--- config.mk ---
export PLATFORM = sky130hd
export DESIGN_NAME = eq_sample_feeder
export DESIGN_NICKNAME = d
export VERILOG_FILES = /design/src/rtl/eq_sample_feeder.sv
export SDC_FILE = /design/constraint.sdc
export NUM_CORES = 1
export LEC_CHECK = 0
export ABC_CLOCK_PERIOD_IN_PS = 3500
export CORE_MARGIN = 4
export CORE_UTILIZATION = 30
export CTS_CLUSTER_DIAMETER = 30
export DETAILED_ROUTE_END_ITERATION = 8
export GPL_TIMING_DRIVEN = 0
export PLACE_DENSITY_LB_ADDON = 0.2
export SLEW_MARGIN = 20
export SYNTH_ARGS = -nofsm -noshare
export SYNTH_HDL_FRONTEND = slang
export SYNTH_SLANG_ARGS = --single-unit
export TNS_END_PERCENT = 30
--- constraint.sdc ---
create_clock -name clk -period 3.5 [get_ports clk]
set_clock_uncertainty 0.05 [all_clocks]
set_input_delay 0.525 -clock clk [delete_from_list [all_inputs] [get_ports clk]]
set_output_delay 0.525 -clock clk [all_outputs]
set_load 0.005 [all_outputs]
--- src/rtl/eq_sample_feeder.sv ---
// Sample feeder for the 8-band equalizer: buffers upstream samples in a FIFO and
// presents one sample per FRAME_LEN-phase frame, in lock-step with the equalizer counter.
module eq_sample_feeder #(
    parameter int FILTER_IN_BITS    = 16,
    parameter int FIFO_DEPTH        = 8,
    parameter int FRAME_LEN         = 64,
    parameter int COUNTER_BITS      = $clog2(FRAME_LEN),
    parameter int UNDERRUN_CNT_BITS = 8
) (
    input  logic                             clk,
    input  logic                             rst,
    input  logic                             clk_enable,
    input  logic                             in_valid,
    output logic                             in_ready,
    input  logic signed [FILTER_IN_BITS-1:0] in_sample,
    output logic signed [FILTER_IN_BITS-1:0] filter_in,
    output logic                             sample_strobe,
    output logic [$clog2(FIFO_DEPTH):0]      fifo_level,
    output logic                             underrun,
    output logic [UNDERRUN_CNT_BITS-1:0]     underrun_count,
    input  logic                             underrun_clear
);

    localparam int PTR_BITS = $clog2(FIFO_DEPTH);
    localparam int LVL_BITS = PTR_BITS + 1;
    localparam logic [COUNTER_BITS-1:0] LAST_PHASE = COUNTER_BITS'(FRAME_LEN - 1);
    localparam logic [LVL_BITS-1:0]     FULL_LEVEL = LVL_BITS'(FIFO_DEPTH);

    logic [COUNTER_BITS-1:0]          frame_count;
    logic [PTR_BITS-1:0]              wr_ptr;
    logic [PTR_BITS-1:0]              rd_ptr;
    logic signed [FILTER_IN_BITS-1:0] mem [FIFO_DEPTH];
    logic                             boundary;
    logic                             empty;
    logic                             push;
    logic                             pop;
    logic [LVL_BITS-1:0]              level_next;

    function automatic logic [UNDERRUN_CNT_BITS-1:0] sat_inc(
        input logic [UNDERRUN_CNT_BITS-1:0] v
    );
        return (&v) ? v : v + UNDERRUN_CNT_BITS'(1);
    endfunction

    assign in_ready = (fifo_level != FULL_LEVEL);
    assign empty    = (fifo_level == '0);
    assign boundary = clk_enable && (frame_count == LAST_PHASE);
    assign push     = in_valid && in_ready;
    // No bypass: a push into an empty FIFO on a boundary is not visible to that pop.
    assign pop      = boundary && !empty;

    always_comb begin
        level_next = fifo_level;
        case ({push, pop})
            2'b10:   level_next = fifo_level + LVL_BITS'(1);
            2'b01:   level_next = fifo_level - LVL_BITS'(1);
            default: level_next = fifo_level;
        endcase
    end

    // FIFO storage carries data only; pointers and level define validity.
    always_ff @(posedge clk) begin
        if (push) begin
            mem[wr_ptr] <= in_sample;
        end
    end

    always_ff @(posedge clk or posedge rst) begin
        if (rst) begin
            frame_count    <= '0;
            wr_ptr         <= '0;
            rd_ptr         <= '0;
            fifo_level     <= '0;
            filter_in      <= '0;
            sample_strobe  <= 1'b0;
            underrun       <= 1'b0;
            underrun_count <= '0;
        end else begin
            sample_strobe <= 1'b0;
            fifo_level    <= level_next;
            if (push) begin
                wr_ptr <= wr_ptr + PTR_BITS'(1);
            end
            if (clk_enable) begin
                frame_count <= (frame_count == LAST_PHASE) ? '0 : frame_count + COUNTER_BITS'(1);
            end
            if (boundary) begin
                sample_strobe <= 1'b1;
                if (pop) begin
                    filter_in <= mem[rd_ptr];
                    rd_ptr    <= rd_ptr + PTR_BITS'(1);
                end else begin
                    filter_in <= '0;
                end
            end
            // An underrun in the same cycle as a clear restarts the count at one.
            if (boundary && empty) begin
                underrun       <= 1'b1;
                underrun_count <= underrun_clear ? UNDERRUN_CNT_BITS'(1) : sat_inc(underrun_count);
            end else if (underrun_clear) begin
                underrun       <= 1'b0;
                underrun_count <= '0;
            end
        end
    end

endmodule

==> results of run 1 <==
## cells in the final DEF, fill, tap and decap left out, drive strengths merged, types with 2 or more instances in the layout
cell / synthesis / final
xor2: 5 / 5
and3: 4 / 4
clkbuf: 12 / 31
a22o: 16 / 16
o21ai: 3 / 3
clkinv: 0 / 6
clkdlybuf4s50: 0 / 50
mux4: 32 / 32
edfxtp: 128 / 128
nor3b: 4 / 4
dfrtp: 42 / 42
a21oi: 4 / 4
nor3: 6 / 6
mux2: 25 / 25
o31ai: 2 / 2
a41o: 2 / 2
inv: 5 / 10
nor2b: 3 / 3
nor2: 6 / 6
nand2: 15 / 15
ha: 7 / 7
nand3: 4 / 4
nand4: 3 / 3
buf: 7 / 24
xnor2: 6 / 6
## critical path: stages
cell and delay, ns:
sky130_fd_sc_hd__clkdlybuf4s50_1 0.62, sky130_fd_sc_hd__nand4_4 0.18, sky130_fd_sc_hd__nor3b_2 0.23, sky130_fd_sc_hd__buf_1 0.65, sky130_fd_sc_hd__ha_1 0.40, sky130_fd_sc_hd__xor2_1 0.10, sky130_fd_sc_hd__ha_1 0.18, sky130_fd_sc_hd__a21oi_1 0.14
sky130_fd_sc_hd__xor2_1 0.16, sky130_fd_sc_hd__nor2_1 0.06, sky130_fd_sc_hd__xor2_1 0.14
## where the power goes
group	switching, mW	total (mW)	internal, mW
sequential	0.166	2.66	2.49
clock	0.810	1.83	1.02
combinational	0.407	0.790	0.383
## worst min path at each step
| stage | to | slack (ns) | cells after the start | startpoint |
|---|---|---|---|---|
| 4_1_cts | underrun$_DFFE_PP0P_ | 0.37 | 2 | rst |
| 5_1_grt | underrun$_DFFE_PP0P_ | 0.39 | 2 | rst |
| 3_3_place_gp | underrun$_DFFE_PP0P_ | 0.42 | 1 | underrun$_DFFE_PP0P_ |
| 3_5_place_dp | underrun$_DFFE_PP0P_ | 0.44 | 1 | underrun$_DFFE_PP0P_ |
| 6_report | underrun$_DFFE_PP0P_ | 0.37 | 2 | rst |
| 2_1_floorplan | frame_count[5]$_DFFE_PP0P_ | 0.41 | 1 | frame_count[5]$_DFFE_PP0P_ |
## area by class of cell
cell class,count,area (um^2)
fillers,2012,13600
flip-flops and latches,170,4890
multi-input cells,164,1850
repair buffers,67,662
clock buffers,19,443
well taps,280,350
clock inverters,13,139
plain buffers,19,91.3
inverters,5,18.8
## routing by layer
metal / global-route usage / wire length, um / vias up
li1: - / - / 1610
met1: 0.164 / 6580 / 1831
met2: 0.196 / 7160 / 60
met3: 0.0323 / 569 / 9
met4: 0.0317 / 124 / 0
met5: 0 / 0 / -
## stage by stage
stage | cell area (um^2) | hold WS, ns
6_report | 8450 | 0.371
2_1_floorplan | 6810 | 0.410
4_1_cts | 8450 | 0.374
3_3_place_gp | 7660 | 0.416
5_1_grt | 8450 | 0.392
3_5_place_dp | 7870 | 0.435
## flip-flops by register name, summed over array words and instances (netlist names)
| signal | flops |
|---|---|
| mem | 128 |
| filter_in | 16 |
| underrun_count | 8 |
| frame_count | 6 |
| fifo_level | 4 |
| rd_ptr | 3 |
| wr_ptr | 3 |
| sample_strobe | 1 |
| underrun | 1 |
## logic make-up after synthesis
| group | count (synthesis) | share of synthesized area |
|---|---|---|
| AOI/OAI and AO/OA | 36 | 0.0413 |
| buffers and inverters | 24 | 0.0162 |
| and+or+nand+nor | 53 | 0.0483 |
| muxes | 57 | 0.148 |
| DFF | 170 | 0.719 |
| xor gates and xnor gates | 11 | 0.0141 |
| adders and majority gates | 7 | 0.0129 |
==> summary.txt, run 1 <==
Number of cells in the finished layout apart from fillers: 737
Ant. Diodes: 0
Number of placed instances with taps included: 705
Critical path startpoint category: input port
Reg-to-Reg Start: fifo_level[1]$_DFFE_PP0P_
Hold/Removal Path Class: input port to asynchronous set/reset pin
RSZ-0062 raised after global routing: false
Ys async rst share: 0.247
Setup WS post-layout: 0.373 ns
Final Hold Viols: 0
Setup-failing EPs final: 0
Total Routing Usage GR: 0.121
Core utilization of the finished layout: 0.382
Post-DP HPWL: 9900 um
Most common library cells after synthesis: 128 x sky130_fd_sc_hd__edfxtp_1, 42 x sky130_fd_sc_hd__dfrtp_1, 32 x sky130_fd_sc_hd__mux4_2, 20 x sky130_fd_sc_hd__mux2_2, 16 x sky130_fd_sc_hd__a22o_1
Total number of clock tree sinks: 170
Resize count post-CTS: 0
Worst slack at placement: -0.0800 ns
Slew Limit Fails: 0
Run status: completed
Vias in the first global route: 3721
Depth of the worst register-to-register path: 11
Detail-routed via count per cell: 4.76
Total power per unit cell area: 625 nW/um^2
Vias post-DR: 3510
Initial DRT Pass Iterations: 4
Number of buffers created by CTS: 17
Mean routed wirelength per cell: 19.6 um
Minimum setup slack among reg-to-reg paths: 0.45 ns
Hold-fix buffers, CTS: 0
Quantity of I/O buffers inserted on ports: 50
Ratio of final minimum period to clock period: 0.893
Data arrival time of the worst path: 3.37 ns
Number of synthesized flops with an enable pin: 128
DR DRC count: 0
Actual transition at the worst max-transition pin: 0.827 ns
Most frequent cell after synthesis: sky130_fd_sc_hd__edfxtp_1
Chip width: 159 um
Static power due to leakage: 2.96 nW
Slew Limit Headroom: 0.448
Critical Path RT: 3.75 ns
Placeable core region: 22100 um^2
Worst setup path startpoint: clk_enable
Insertion delay to the later sink of the worst-skew pair: 0.41 ns
Maximum achievable frequency: 0.320 GHz
Total Wirelength: 14400 um
Part of the Yosys area used for sequential elements: 0.719
Sum of overflow across all layers after global routing: 0
Capture point of the worst path: fifo_level[2]$_DFFE_PP0P_
Final Power: 5.28 mW
Mapped cell area: 6810 um^2
Buffers inserted by post-CTS timing repair: 0
CP endpoint kind: flip-flop
Biggest area contributors in the synthesized netlist: sky130_fd_sc_hd__edfxtp_1 56%, sky130_fd_sc_hd__dfrtp_1 15%, sky130_fd_sc_hd__mux4_2 11%
Maximum level of the CTS H-tree: 4
Seq cells post-synth: 170
Dominant cell type by area after synthesis: sky130_fd_sc_hd__edfxtp_1
Mean cell area of the mapped netlist: 19.0 um^2
Antenna viol nets, final: 0
NumNets Final: 472
Prevailing post-synth register cell: sky130_fd_sc_hd__edfxtp_1
Post-Syn Nets: 386
Die extent in y: 159 um
Final critical delay including setup and external delays: 3.13 ns
Die Footprint: 25200 um^2
Clock root buffer: sky130_fd_sc_hd__clkbuf_16
Number of warnings reported in the yosys synthesis log: 0
Largest net degree at the start of global routing: 27
Max clock buf depth: 2
Final RePlAce weighted congestion: 0.730
Area share of the largest cell type after synthesis: 0.564
Setup total negative slack: 0 ns
Biggest fanout along the worst timing path: 11
Setup CP Type: input port to flip-flop
Number of unique standard cell types used by synthesis: 49
Clock tree from TritonCTS: yes
Max cap viols: 0
Initial core utilization: 0.308
Fraction of final layout cells with drive strength greater than 1: 0.269
VDD IR max: 316 uV
Number of rows in the core area: 54
First-pass GRT wire length: 22200 um
Top-Level Pins: 52
Initial DRC count: 163
Number of antenna violations at the first check in global routing: 0
Synthesized instance count: 358
Clock edge transition at the registers on the reported setup and hold paths: 0.07 ns
Layout overhead on the synthesized area: 24.1%
Capturing point of the worst reg2reg path: fifo_level[2]$_DFFE_PP0P_
No activity file was read; power rests on OpenSTA's default activity.
==> run 2, diff against run 1 <==
--- a/config.mk
+++ b/config.mk
@@ -6,8 +6,7 @@
 export NUM_CORES = 1
 export LEC_CHECK = 0
 export ABC_CLOCK_PERIOD_IN_PS = 3500
-export CORE_MARGIN = 4
-export CORE_UTILIZATION = 30
+export CORE_UTILIZATION = 40
 export CTS_CLUSTER_DIAMETER = 30
 export DETAILED_ROUTE_END_ITERATION = 8
 export GPL_TIMING_DRIVEN = 0
==> run 2 against run 1 <==
Compared with the run above: worst setup slack better by 0.066 ns; power is 3.2% higher; cell area shrank 0.31%; wire length is 6.2% lower; core utilization grew 13 points; register-to-register slack improved by 0.06 ns; sequential share of layout area is 0.18 points higher; first-iteration DRC count down 12%; die area shrank 30%; flip-flop and latch count did not move; clock-buffer cell count shrank 2; largest cell class unchanged; highest routed layer unchanged.
==> summary.txt, run 2 (synthesized netlist as in run 1, its figures left out) <==
DR DRC count: 0 (unchanged)
Highest cell delay on the worst timing path: 0.63 ns (-0.02 ns)
Grt met3 use: 0.0372 (+0.00482)
Biggest fanout along the worst timing path: 11 (unchanged)
Max FFs per register: 128 (unchanged)
Top-Level Pins: 52 (unchanged)
Number of placed instances with taps included: 646 (-8.4%)
Static power due to leakage: 2.99 nW (+1.0%)
Final Hold Viols: 0 (unchanged)
Peak-usage layer in the global routing report: met2
Die extent in y: 132 um (-17%)
Placeable core region: 16600 um^2 (-25%)
Post-DP HPWL: 9190 um (-7.2%)
Maximum achievable frequency: 0.327 GHz (+2.2%)
Ant. Diodes: 0 (unchanged)
Fill count: 1367 (-32%)
Worst setup path startpoint: clk_enable
Hold-fix buffers, CTS: 0 (unchanged)
Final Power: 5.45 mW (+3.2%)
Ratio of final minimum period to clock period: 0.874 (-0.0190)
Largest net degree at the start of global routing: 23 (-15%)
Depth of the worst register-to-register path: 11 (unchanged)
CP endpoint kind: flip-flop
Critical path startpoint category: input port
Insertion delay to the later sink of the worst-skew pair: 0.43 ns (+0.02 ns)
Vias in the first global route: 3683 (-1.0%)
Final critical delay including setup and external delays: 3.06 ns (-0.0664 ns)
Antenna viol nets, final: 0 (unchanged)
Max clock buf depth: 2 (unchanged)
Most used cells in the layout excluding fill and tap cells: 128 x sky130_fd_sc_hd__edfxtp_1, 50 x sky130_fd_sc_hd__clkdlybuf4s50_1, 42 x sky130_fd_sc_hd__dfrtp_1
Clock root buffer: sky130_fd_sc_hd__clkbuf_16
Setup CP Type: input port to flip-flop
VDD IR max: 434 uV (+37%)
RSZ-0062 raised after global routing: false
Total number of clock tree sinks: 170 (unchanged)
Biggest register: mem
Critical Path Most Common Cell: sky130_fd_sc_hd__xor2_1
Registers with the most flip-flops: mem: 128 flops, filter_in: 16 flops, underrun_count: 8 flops
Crit path max-delay family: buffers and inverters
Clock edge transition at the registers on the reported setup and hold paths: 0.07 ns (about the same)
Max stage delay cell, worst path: sky130_fd_sc_hd__clkdlybuf4s50_1
Total Wirelength: 13500 um (-6.2%)
Maximum level of the CTS H-tree: 4 (unchanged)
Die Footprint: 17500 um^2 (-30%)
Global routing usage on met1: 0.236 (+0.0721)
Capturing point of the worst reg2reg path: fifo_level[2]$_DFFE_PP0P_
Total Routing Usage GR: 0.168 (+0.0468)
Initial DRC count: 144 (-12%)
Fraction of met2 tracks used by global routing: 0.258 (+0.0621)
Crit path depth: 11 (unchanged)
Final RePlAce weighted congestion: 0.742 (+1.7%)
Total power per unit cell area: 647 nW/um^2 (+3.5%)
Detail-routed via count per cell: 5.21 (+9.4%)
Initial core utilization: 0.411 (+0.102)
Hold/Removal Path Class: input port to asynchronous set/reset pin
Most frequent standard cell in the layout excluding fill and tap cells: sky130_fd_sc_hd__edfxtp_1
Capture point of the worst path: fifo_level[2]$_DFFE_PP0P_
Setup-failing EPs final: 0 (unchanged)
Run status: completed
Max cap viols: 0 (unchanged)
Initial DRT Pass Iterations: 4 (unchanged)
Setup WS post-layout: 0.440 ns (+0.0663 ns)
Sum of overflow across all layers after global routing: 0 (unchanged)
Clock tree from TritonCTS: yes
Resize count post-CTS: 0 (unchanged)
Mean routed wirelength per cell: 20.0 um (+1.9%)
Reg-to-Reg Start: fifo_level[1]$_DFFE_PP0P_
Slew Limit Fails: 0 (unchanged)
Layout overhead on the synthesized area: 23.7%
Number of antenna violations at the first check in global routing: 0 (unchanged)
First-pass GRT wire length: 21300 um (-4.0%)
Slew Limit Headroom: 0.466 (+0.0175)
Minimum setup slack among reg-to-reg paths: 0.51 ns (+0.06 ns)
Buffers inserted by post-CTS timing repair: 0 (unchanged)
Actual transition at the worst max-transition pin: 0.801 ns (-0.0263 ns)
Crit path buffers/inverters: 2 (unchanged)
Data arrival time of the worst path: 3.31 ns (-0.06 ns)
Vias post-DR: 3531 (+0.60%)
Number of cells in the finished layout apart from fillers: 678 (-8.0%)
Critical Path RT: 3.75 ns (about the same)
Quantity of I/O buffers inserted on ports: 50 (unchanged)
Fraction of final layout cells with drive strength greater than 1: 0.273 (+0.00378)
Number of rows in the core area: 47 (-13%)
NumNets Final: 473 (+0.21%)
Worst slack at placement: -0.0342 ns (+0.0458 ns)
CP cell instances: clkdlybuf4s50_1 -> nand4_4 -> nor3b_2 -> buf_1 -> ha_1 -> xor2_1 -> ha_1 -> a21oi_1 -> xor2_1 -> nor2_1 -> xor2_1
Number of buffers created by CTS: 17 (unchanged)
Chip width: 132 um (-17%)
[run 2: layout make-up]
class	instances	area [um^2]	share of cell area
Sequential cell	170	4890	0.581
Multi-Input combinational cell	164	1840	0.219
Buffer	19	91.3	0.0108
Timing Repair Buffer	68	659	0.0783
Clock inverter	15	213	0.0253
Inverter	5	18.8	0.00223
Clock buffer	17	425	0.0505
Tap cell	220	275	0.0327
[run 2: power by group]
group / internal (mW) / switching, mW
clock: 1.21 / 0.798
sequential: 2.49 / 0.166
combinational: 0.381 / 0.401
total: 4.09 / 1.36
[run 2: worst min path at each step]
stage,from,endpoint,slack (ns)
floorplan,frame_count[5]$_DFFE_PP0P_,frame_count[5]$_DFFE_PP0P_,0.41
global placement,underrun$_DFFE_PP0P_,underrun$_DFFE_PP0P_,0.42
detailed placement,underrun$_DFFE_PP0P_,underrun$_DFFE_PP0P_,0.43
CTS,rst,fifo_level[3]$_DFFE_PP0P_,0.41
global route,rst,frame_count[2]$_DFFE_PP0P_,0.43
finish,rst,fifo_level[3]$_DFFE_PP0P_,0.40
[run 2: stage by stage]
step	cell area, um^2	hold slack [ns]	utilization	setup TNS, ns
2_1_floorplan	6810	0.410	-	0
3_3_place_gp	7580	0.416	0.457	-154.87
3_5_place_dp	7780	0.427	0.469	-0.0342
4_1_cts	8420	0.410	0.508	0
5_1_grt	8420	0.433	0.508	0
6_report	8420	0.402	0.508	0
[run 2: worst register-to-register path: stages, from the launching register on]
cell and delay, ns:
sky130_fd_sc_hd__dfrtp_1 0.39, sky130_fd_sc_hd__buf_6 0.14, sky130_fd_sc_hd__or4_4 0.54, sky130_fd_sc_hd__nor3b_2 0.18, sky130_fd_sc_hd__buf_1 0.32, sky130_fd_sc_hd__ha_1 0.38, sky130_fd_sc_hd__xor2_1 0.17, sky130_fd_sc_hd__ha_1 0.18
sky130_fd_sc_hd__a21oi_1 0.15, sky130_fd_sc_hd__xor2_1 0.16, sky130_fd_sc_hd__nor2_1 0.06, sky130_fd_sc_hd__xor2_1 0.14
[run 2: per-layer routing]
layer / vias to the layer above / wire [um] / part of all wire
li1: 1613 / - / -
met5: - / 0 / 0
met4: 0 / 138 / 0.010
met2: 67 / 6540 / 0.48
met3: 11 / 434 / 0.032
met1: 1840 / 6430 / 0.47
==> run 3, diff against run 2 <==
--- a/config.mk
+++ b/config.mk
@@ -10,7 +10,8 @@
 export CTS_CLUSTER_DIAMETER = 30
 export DETAILED_ROUTE_END_ITERATION = 8
 export GPL_TIMING_DRIVEN = 0
-export PLACE_DENSITY_LB_ADDON = 0.2
+export PLACE_DENSITY = 0.58
+export SKIP_LAST_GASP = 1
 export SLEW_MARGIN = 20
 export SYNTH_ARGS = -nofsm -noshare
 export SYNTH_HDL_FRONTEND = slang
==> run 3 against run 2 <==
Compared with the run above: register-to-register slack hardly changed; sequential share of layout area is 0.061 points higher; non-clock buffer count stayed put; core utilization is 0.053 points lower; cell area is 0.10% lower; first-iteration DRC count is 67% higher; die area stayed put; worst setup slack worse by 0.027 ns; sequential power hardly changed; fmax is 0.86% lower; wire length is 1.9% higher; worst hold slack worse by 0.060 ns; critical path type unchanged; critical endpoint unchanged; largest cell class unchanged; highest routed layer unchanged.
==> summary.txt, run 3 (synthesized netlist as in run 1, its figures left out) <==
NumNets Final: 473 (unchanged)
Slew Limit Headroom: 0.475 (+0.00936)
Die extent in y: 132 um (unchanged)
Setup-failing EPs final: 0 (unchanged)
Ratio of final minimum period to clock period: 0.882 (+0.00763)
Sequential fraction of design power: 0.493 (+0.005)
Clock edge transition at the registers on the reported setup and hold paths: 0.07 ns (about the same)
Placeable core region: 16600 um^2 (unchanged)
Final Hold Viols: 0 (unchanged)
Detail-routed via count per cell: 5.21 (+0.11%)
Resize count post-CTS: 0 (unchanged)
Static power due to leakage: 2.98 nW (-0.32%)
Ant. Diodes: 0 (unchanged)
Portion of total power attributed to combinational logic: 0.146 (+0.003)
Sum of overflow across all layers after global routing: 0 (unchanged)
Reg-to-Reg Start: fifo_level[1]$_DFFE_PP0P_
Registers with the most flip-flops: mem: 128 flops, filter_in: 16 flops, underrun_count: 8 flops
Initial core utilization: 0.411 (unchanged)
RSZ-0062 raised after global routing: false
Clock tree from TritonCTS: yes
Biggest register: mem
Final RePlAce weighted congestion: 0.743 (+0.11%)
Setup total negative slack: 0 ns (unchanged)
DR DRC count: 0 (unchanged)
Capture point of the worst path: fifo_level[2]$_DFFE_PP0P_
Number of buffers created by CTS: 17 (unchanged)
Core utilization of the finished layout: 0.507 (-0.000528)
Max clock buf depth: 2 (unchanged)
Max cap viols: 0 (unchanged)
Storage element area: 4890 um^2 (unchanged)
Capturing point of the worst reg2reg path: fifo_level[2]$_DFFE_PP0P_
Final critical delay including setup and external delays: 3.09 ns (+0.0267 ns)
Highest cell delay on the worst timing path: 0.63 ns (about the same)
Top-Level Pins: 52 (unchanged)
Net switching share of the total power: 0.252 (+0.00222)
Final Power: 5.40 mW (-0.89%)
Initial DRT Pass Iterations: 5 (+1)
Number of antenna violations at the first check in global routing: 0 (unchanged)
Vias post-DR: 3535 (+0.11%)
Largest net degree at the start of global routing: 29 (+26%)
Fill count: 1400 (+2.4%)
Max stage delay cell, worst path: sky130_fd_sc_hd__clkdlybuf4s50_1
Setup WS post-layout: 0.413 ns (-0.0267 ns)
Minimum setup slack among reg-to-reg paths: 0.51 ns (about the same)
Post-DP HPWL: 9380 um (+2.0%)
Data arrival time of the worst path: 3.34 ns (+0.03 ns)
Insertion delay to the later sink of the worst-skew pair: 0.43 ns (about the same)
Vias in the first global route: 3723 (+1.1%)
Critical path startpoint category: input port
Number of placed instances with taps included: 646 (unchanged)
Most frequent standard cell in the layout excluding fill and tap cells: sky130_fd_sc_hd__edfxtp_1
Fraction of final layout cells with drive strength greater than 1: 0.273 (unchanged)
Die Footprint: 17500 um^2 (unchanged)
CP cell instances: clkdlybuf4s50_1 -> nand4_4 -> nor3b_2 -> buf_1 -> ha_1 -> xor2_1 -> ha_1 -> a21oi_1 -> xor2_1 -> nor2_1 -> xor2_1
Worst slack at placement: -0.0504 ns (-0.0162 ns)
CP endpoint kind: flip-flop
Worst setup path startpoint: clk_enable
Clock network fraction of design power: 0.362 (-0.007)
Hold-fix buffers, CTS: 0 (unchanged)
Net load switching power: 1.36 mW (about the same)
Critical Path Most Common Cell: sky130_fd_sc_hd__xor2_1
Depth of the worst register-to-register path: 11 (unchanged)
Critical Path RT: 3.75 ns (about the same)
Quantity of I/O buffers inserted on ports: 50 (unchanged)
Total power per unit cell area: 642 nW/um^2 (-0.79%)
Most used cells in the layout excluding fill and tap cells: 128 x sky130_fd_sc_hd__edfxtp_1, 50 x sky130_fd_sc_hd__clkdlybuf4s50_1, 42 x sky130_fd_sc_hd__dfrtp_1
Number of cells in the finished layout apart from fillers: 678 (unchanged)
Total Routing Usage GR: 0.173 (+0.00469)
Antenna viol nets, final: 0 (unchanged)
VDD IR max: 389 uV (-10%)
Multi-input logic area: 1840 um^2 (unchanged)
First-pass GRT wire length: 21800 um (+2.1%)
Setup CP Type: input port to flip-flop
Max FFs per register: 128 (unchanged)
Run status: completed
Total number of clock tree sinks: 170 (unchanged)
Initial DRC count: 240 (+67%)
Clock root buffer: sky130_fd_sc_hd__clkbuf_16
Internal Power: 4.04 mW (-1.2%)
Total Wirelength: 13800 um (+1.9%)
Actual transition at the worst max-transition pin: 0.785 ns (-0.0161 ns)
Chip width: 132 um (unchanged)
Maximum level of the CTS H-tree: 4 (unchanged)
Maximum achievable frequency: 0.324 GHz (-0.86%)
Buffers inserted by post-CTS timing repair: 0 (unchanged)
Hold/Removal Path Class: input port to asynchronous set/reset pin
Layout overhead on the synthesized area: 23.6%
Biggest fanout along the worst timing path: 11 (unchanged)
Slew Limit Fails: 0 (unchanged)
Mean routed wirelength per cell: 20.4 um (+1.9%)
Number of rows in the core area: 47 (unchanged)
run 3: area by class of cell:
cell class              count  area share
flip-flops and latches    170       0.582
multi-input cells         164       0.219
repair buffers             68      0.0790
clock buffers              22      0.0587
well taps                 220      0.0327
clock inverters            10      0.0155
plain buffers              19      0.0109
inverters                   5     0.00223
run 3: power by group through the flow:
stage	Clock, mW	Combinational (mW)	Sequential (mW)
after detailed placement	0	0.807	2.70
after floorplan	0	0.437	2.66
final	1.95	0.787	2.66
after global placement	0	0.697	2.69
after global routing	2.07	0.862	2.69
after CTS	1.99	0.811	2.66
run 3: metal layers:
| metal | wire (um) | global-route usage | vias up |
|---|---|---|---|
| li1 | - | - | 1622 |
| met2 | 7020 | 0.290 | 75 |
| met3 | 456 | 0.0429 | 13 |
| met5 | 0 | 0 | - |
| met1 | 6200 | 0.221 | 1825 |
| met4 | 133 | 0.0568 | 0 |
run 3: through the flow:
stage | cell area (um^2) | hold WS, ns
global route | 8410 | 0.373
global placement | 7580 | 0.417
detailed placement | 7790 | 0.420
CTS | 8410 | 0.335
floorplan | 6810 | 0.410
finish | 8410 | 0.341
run 3: how the worst min path moves through the flow:
stage	depth (start not counted)	end	start
floorplan	1	frame_count[5]$_DFFE_PP0P_	frame_count[5]$_DFFE_PP0P_
global placement	1	underrun$_DFFE_PP0P_	underrun$_DFFE_PP0P_
detailed placement	1	underrun$_DFFE_PP0P_	underrun$_DFFE_PP0P_
CTS	2	frame_count[2]$_DFFE_PP0P_	rst
global route	2	fifo_level[2]$_DFFE_PP0P_	rst
finish	2	frame_count[2]$_DFFE_PP0P_	rst
run 3: worst max-delay path: cells and delay by family:
kind                     cells  cell delay (ns)
AO/OA/AOI/OAI                1             0.14
AND/OR/NAND/NOR              3             0.47
XOR/XNOR                     3             0.40
buffers and inverters        2             1.24
adder cells (fa/ha/maj)      2             0.57
==> variant, RTL diff (flow settings as in run 3) <==
Put one more register stage on the output `fifo_level`, cleared by the reset. The value now appears one clock later. The other outputs are not delayed to match.
--- a/src/rtl/eq_sample_feeder.sv
+++ b/src/rtl/eq_sample_feeder.sv
@@ -26,6 +26,8 @@
     localparam logic [COUNTER_BITS-1:0] LAST_PHASE = COUNTER_BITS'(FRAME_LEN - 1);
     localparam logic [LVL_BITS-1:0]     FULL_LEVEL = LVL_BITS'(FIFO_DEPTH);
 
+    logic [$clog2(FIFO_DEPTH):0] fifo_level_s0;
+
     logic [COUNTER_BITS-1:0]          frame_count;
     logic [PTR_BITS-1:0]              wr_ptr;
     logic [PTR_BITS-1:0]              rd_ptr;
@@ -42,19 +44,19 @@
         return (&v) ? v : v + UNDERRUN_CNT_BITS'(1);
     endfunction
 
-    assign in_ready = (fifo_level != FULL_LEVEL);
-    assign empty    = (fifo_level == '0);
+    assign in_ready = (fifo_level_s0 != FULL_LEVEL);
+    assign empty    = (fifo_level_s0 == '0);
     assign boundary = clk_enable && (frame_count == LAST_PHASE);
     assign push     = in_valid && in_ready;
     // No bypass: a push into an empty FIFO on a boundary is not visible to that pop.
     assign pop      = boundary && !empty;
 
     always_comb begin
-        level_next = fifo_level;
+        level_next = fifo_level_s0;
         case ({push, pop})
-            2'b10:   level_next = fifo_level + LVL_BITS'(1);
-            2'b01:   level_next = fifo_level - LVL_BITS'(1);
-            default: level_next = fifo_level;
+            2'b10:   level_next = fifo_level_s0 + LVL_BITS'(1);
+            2'b01:   level_next = fifo_level_s0 - LVL_BITS'(1);
+            default: level_next = fifo_level_s0;
         endcase
     end
 
@@ -70,14 +72,14 @@
             frame_count    <= '0;
             wr_ptr         <= '0;
             rd_ptr         <= '0;
-            fifo_level     <= '0;
+            fifo_level_s0  <= '0;
             filter_in      <= '0;
             sample_strobe  <= 1'b0;
             underrun       <= 1'b0;
             underrun_count <= '0;
         end else begin
             sample_strobe <= 1'b0;
-            fifo_level    <= level_next;
+            fifo_level_s0 <= level_next;
             if (push) begin
                 wr_ptr <= wr_ptr + PTR_BITS'(1);
             end
@@ -104,5 +106,13 @@
         end
     end
 
+    always_ff @(posedge clk or posedge rst) begin
+        if (rst) begin
+            fifo_level <= '0;
+        end else begin
+            fifo_level <= fifo_level_s0;
+        end
+    end
+
 endmodule
 
Function: changed (Yosys sat finds a counterexample within 4 cycles, from zero or initial values and one cycle with rst high).
==> variant against run 3 <==
Critical path depth is the same; sequential cell count up 4; via count increased by 0.74%; power down 0.17%; synthesized cell count up 1.4%; fmax fell by 2.0%; first-iteration DRC count is 14% lower; count of clock-buffer cells in the layout fell by 2; wire length shrank 3.3%; cell area shrank 0.73%; setup slack got worse by 0.062 ns; synthesized area is 0.42% higher; largest power group unchanged; highest routed layer unchanged.
==> variant: results (changes against run 3) <==
| Item | Value | Change |
|---|---|---|
| Fraction of final layout cells sized beyond drive strength 1 | 24.6% | was 27.3% |
| Share of synthesized flip-flops with an asynchronous set or reset | 26.4% | was 24.7% |
| Largest cells by area after synthesis | edfxtp_1 (56%), dfrtp_1 (17%), mux4_2 (11%), mux2_2 (3.3%), a22o_1 (2.0%) | was edfxtp_1 (56%), dfrtp_1 (15%), mux4_2 (11%), mux2_2 (3.3%), a22o_1 (2.1%) |
| Commonest cells in the synthesized netlist | edfxtp_1 (128), dfrtp_1 (46), mux4_2 (32), mux2_2 (20), a22o_1 (16) | was edfxtp_1 (128), dfrtp_1 (42), mux4_2 (32), mux2_2 (20), a22o_1 (16) |
| Leakage power figure | 2.88 nW | was 2.98 nW |
| Number of distinct library cell variants in the gate-level netlist after synthesis | 42 | was 49 |
| Maximum buffer depth of the clock tree | 2 | unchanged |
| Mean cell area of the mapped netlist | 18.8 um2 | was 19.0 um2 |
| Final weighted congestion in routability-driven placement | 0.769 | was 0.743 |
| Number of placed cells counting well taps | 643 | was 646 |
| Total CTS buffers | 17 | unchanged |
| Arrival @ worst endpoint | 3.39 ns | was 3.34 ns |
| Pin count of the biggest net entering global routing | 30 | was 29 |
| Clock root cell | clkbuf_16 | unchanged |
| Number of synthesis warnings | 0 | unchanged |
| Least-Margin Pin Slew | 0.800 ns | was 0.785 ns |
| Maximum single-stage delay on the critical path | 0.60 ns | was 0.63 ns |
| Via count of the first global-routing pass | 3630 | was 3723 |
| Clock slew seen by the registers of the worst setup and hold paths | 0.06 ns |  |
| Via density | 5.28 | was 5.21 |
| Family of cells with the greatest summed delay on the critical path | buffers and inverters | unchanged |
| Portion of the post-synthesis area used by sequential elements | 73.0% | was 71.9% |
| Antenna fix cells | 0 | unchanged |
| Critical Path Slowest Stage Cell | clkbuf_1 | was clkdlybuf4s50_1 |
| Maximum fanout along the worst path | 11 | unchanged |
| Final instance count without filler cells | 675 | was 678 |
| Final net count | 470 | was 473 |
| Worst-case vdd ir drop | 0.405 mV | was 0.389 mV |
| Number of flops mapped to enable cells by yosys | 128 | unchanged |
| Global-route wire length before repair | 20900 um | was 21800 um |
| Combined global-route utilization of all metal layers | 16.6% | was 17.3% |
| Placed standard-cell area | 7760 um2 | was 7790 um2 |
| Routed length per instance | 19.8 um | was 20.4 um |
| Post-Syn Nets | 391 | was 386 |
| DP Worst Slack | -0.106 ns | was -0.0504 ns |
| Initial antenna violation count | 0 | unchanged |
| 1st-iter DRT viols | 206 | was 240 |
| Sum of net half-perimeters after detailed placement | 8600 um | was 9380 um |
| Run status | completed | unchanged |
| Pre-Repair DR Iteration Count | 4 | was 5 |
variant: path summary, 6_finish.rpt:
kind | from | to | slack (ns) | depth (start not counted)
max | clk_enable | fifo_level_s0[2]$_DFFE_PP0P_ | 0.35 | 11
min | rst | frame_count[2]$_DFFE_PP0P_ | 0.38 | 2
max reg2reg | frame_count[0]$_DFFE_PP0P_ | fifo_level_s0[2]$_DFFE_PP0P_ | 0.47 | 11
min reg2reg | fifo_level_s0[3]$_DFFE_PP0P_ | fifo_level[3]$_DFF_PP0_ | 0.44 | 0
max in group asynchronous | rst | filter_in[6]$_DFFE_PP0P_ | 2.51 | 3
min in group clk | fifo_level_s0[3]$_DFFE_PP0P_ | fifo_level[3]$_DFF_PP0_ | 0.44 | 0
variant: logic make-up (layout without fill, tap and decap cells):
group / count (synthesis) / in the layout / share of synthesized area, %
AO/OA/AOI/OAI: 34 / 34 / 3.64
AND/OR/NAND/NOR: 64 / 64 / 5.31
multiplexers: 52 / 52 / 13.8
XOR/XNOR: 12 / 12 / 1.54
buffers and inverters: 20 / 112 / 1.35
adder cells (fa/ha/maj): 7 / 7 / 1.28
flip-flops: 174 / 174 / 73.0
variant: area by class of cell:
class	instances	area, um2
fill	1339	8290
inverter	4	15.0
multi-input combinational	169	1780
clock buffer	20	457
tap	220	275
clock inverter	12	134
buffer	16	77.6
sequential	174	4990
timing repair buffer	60	618
variant: power breakdown:
part | switching, mW | leakage (nW) | internal (mW)
Combinational | 0.394 | 0.816 | 0.383
Clock | 0.780 | 0.291 | 1.10
Sequential | 0.175 | 1.77 | 2.57
variant: metal layers:
layer	part of all wire, %	GRT usage (%)	wire [um]
met5	0	0	0
met4	0.94	5.36	126
met3	4.0	4.21	536
met2	50	26.6	6650
met1	45	22.1	6040
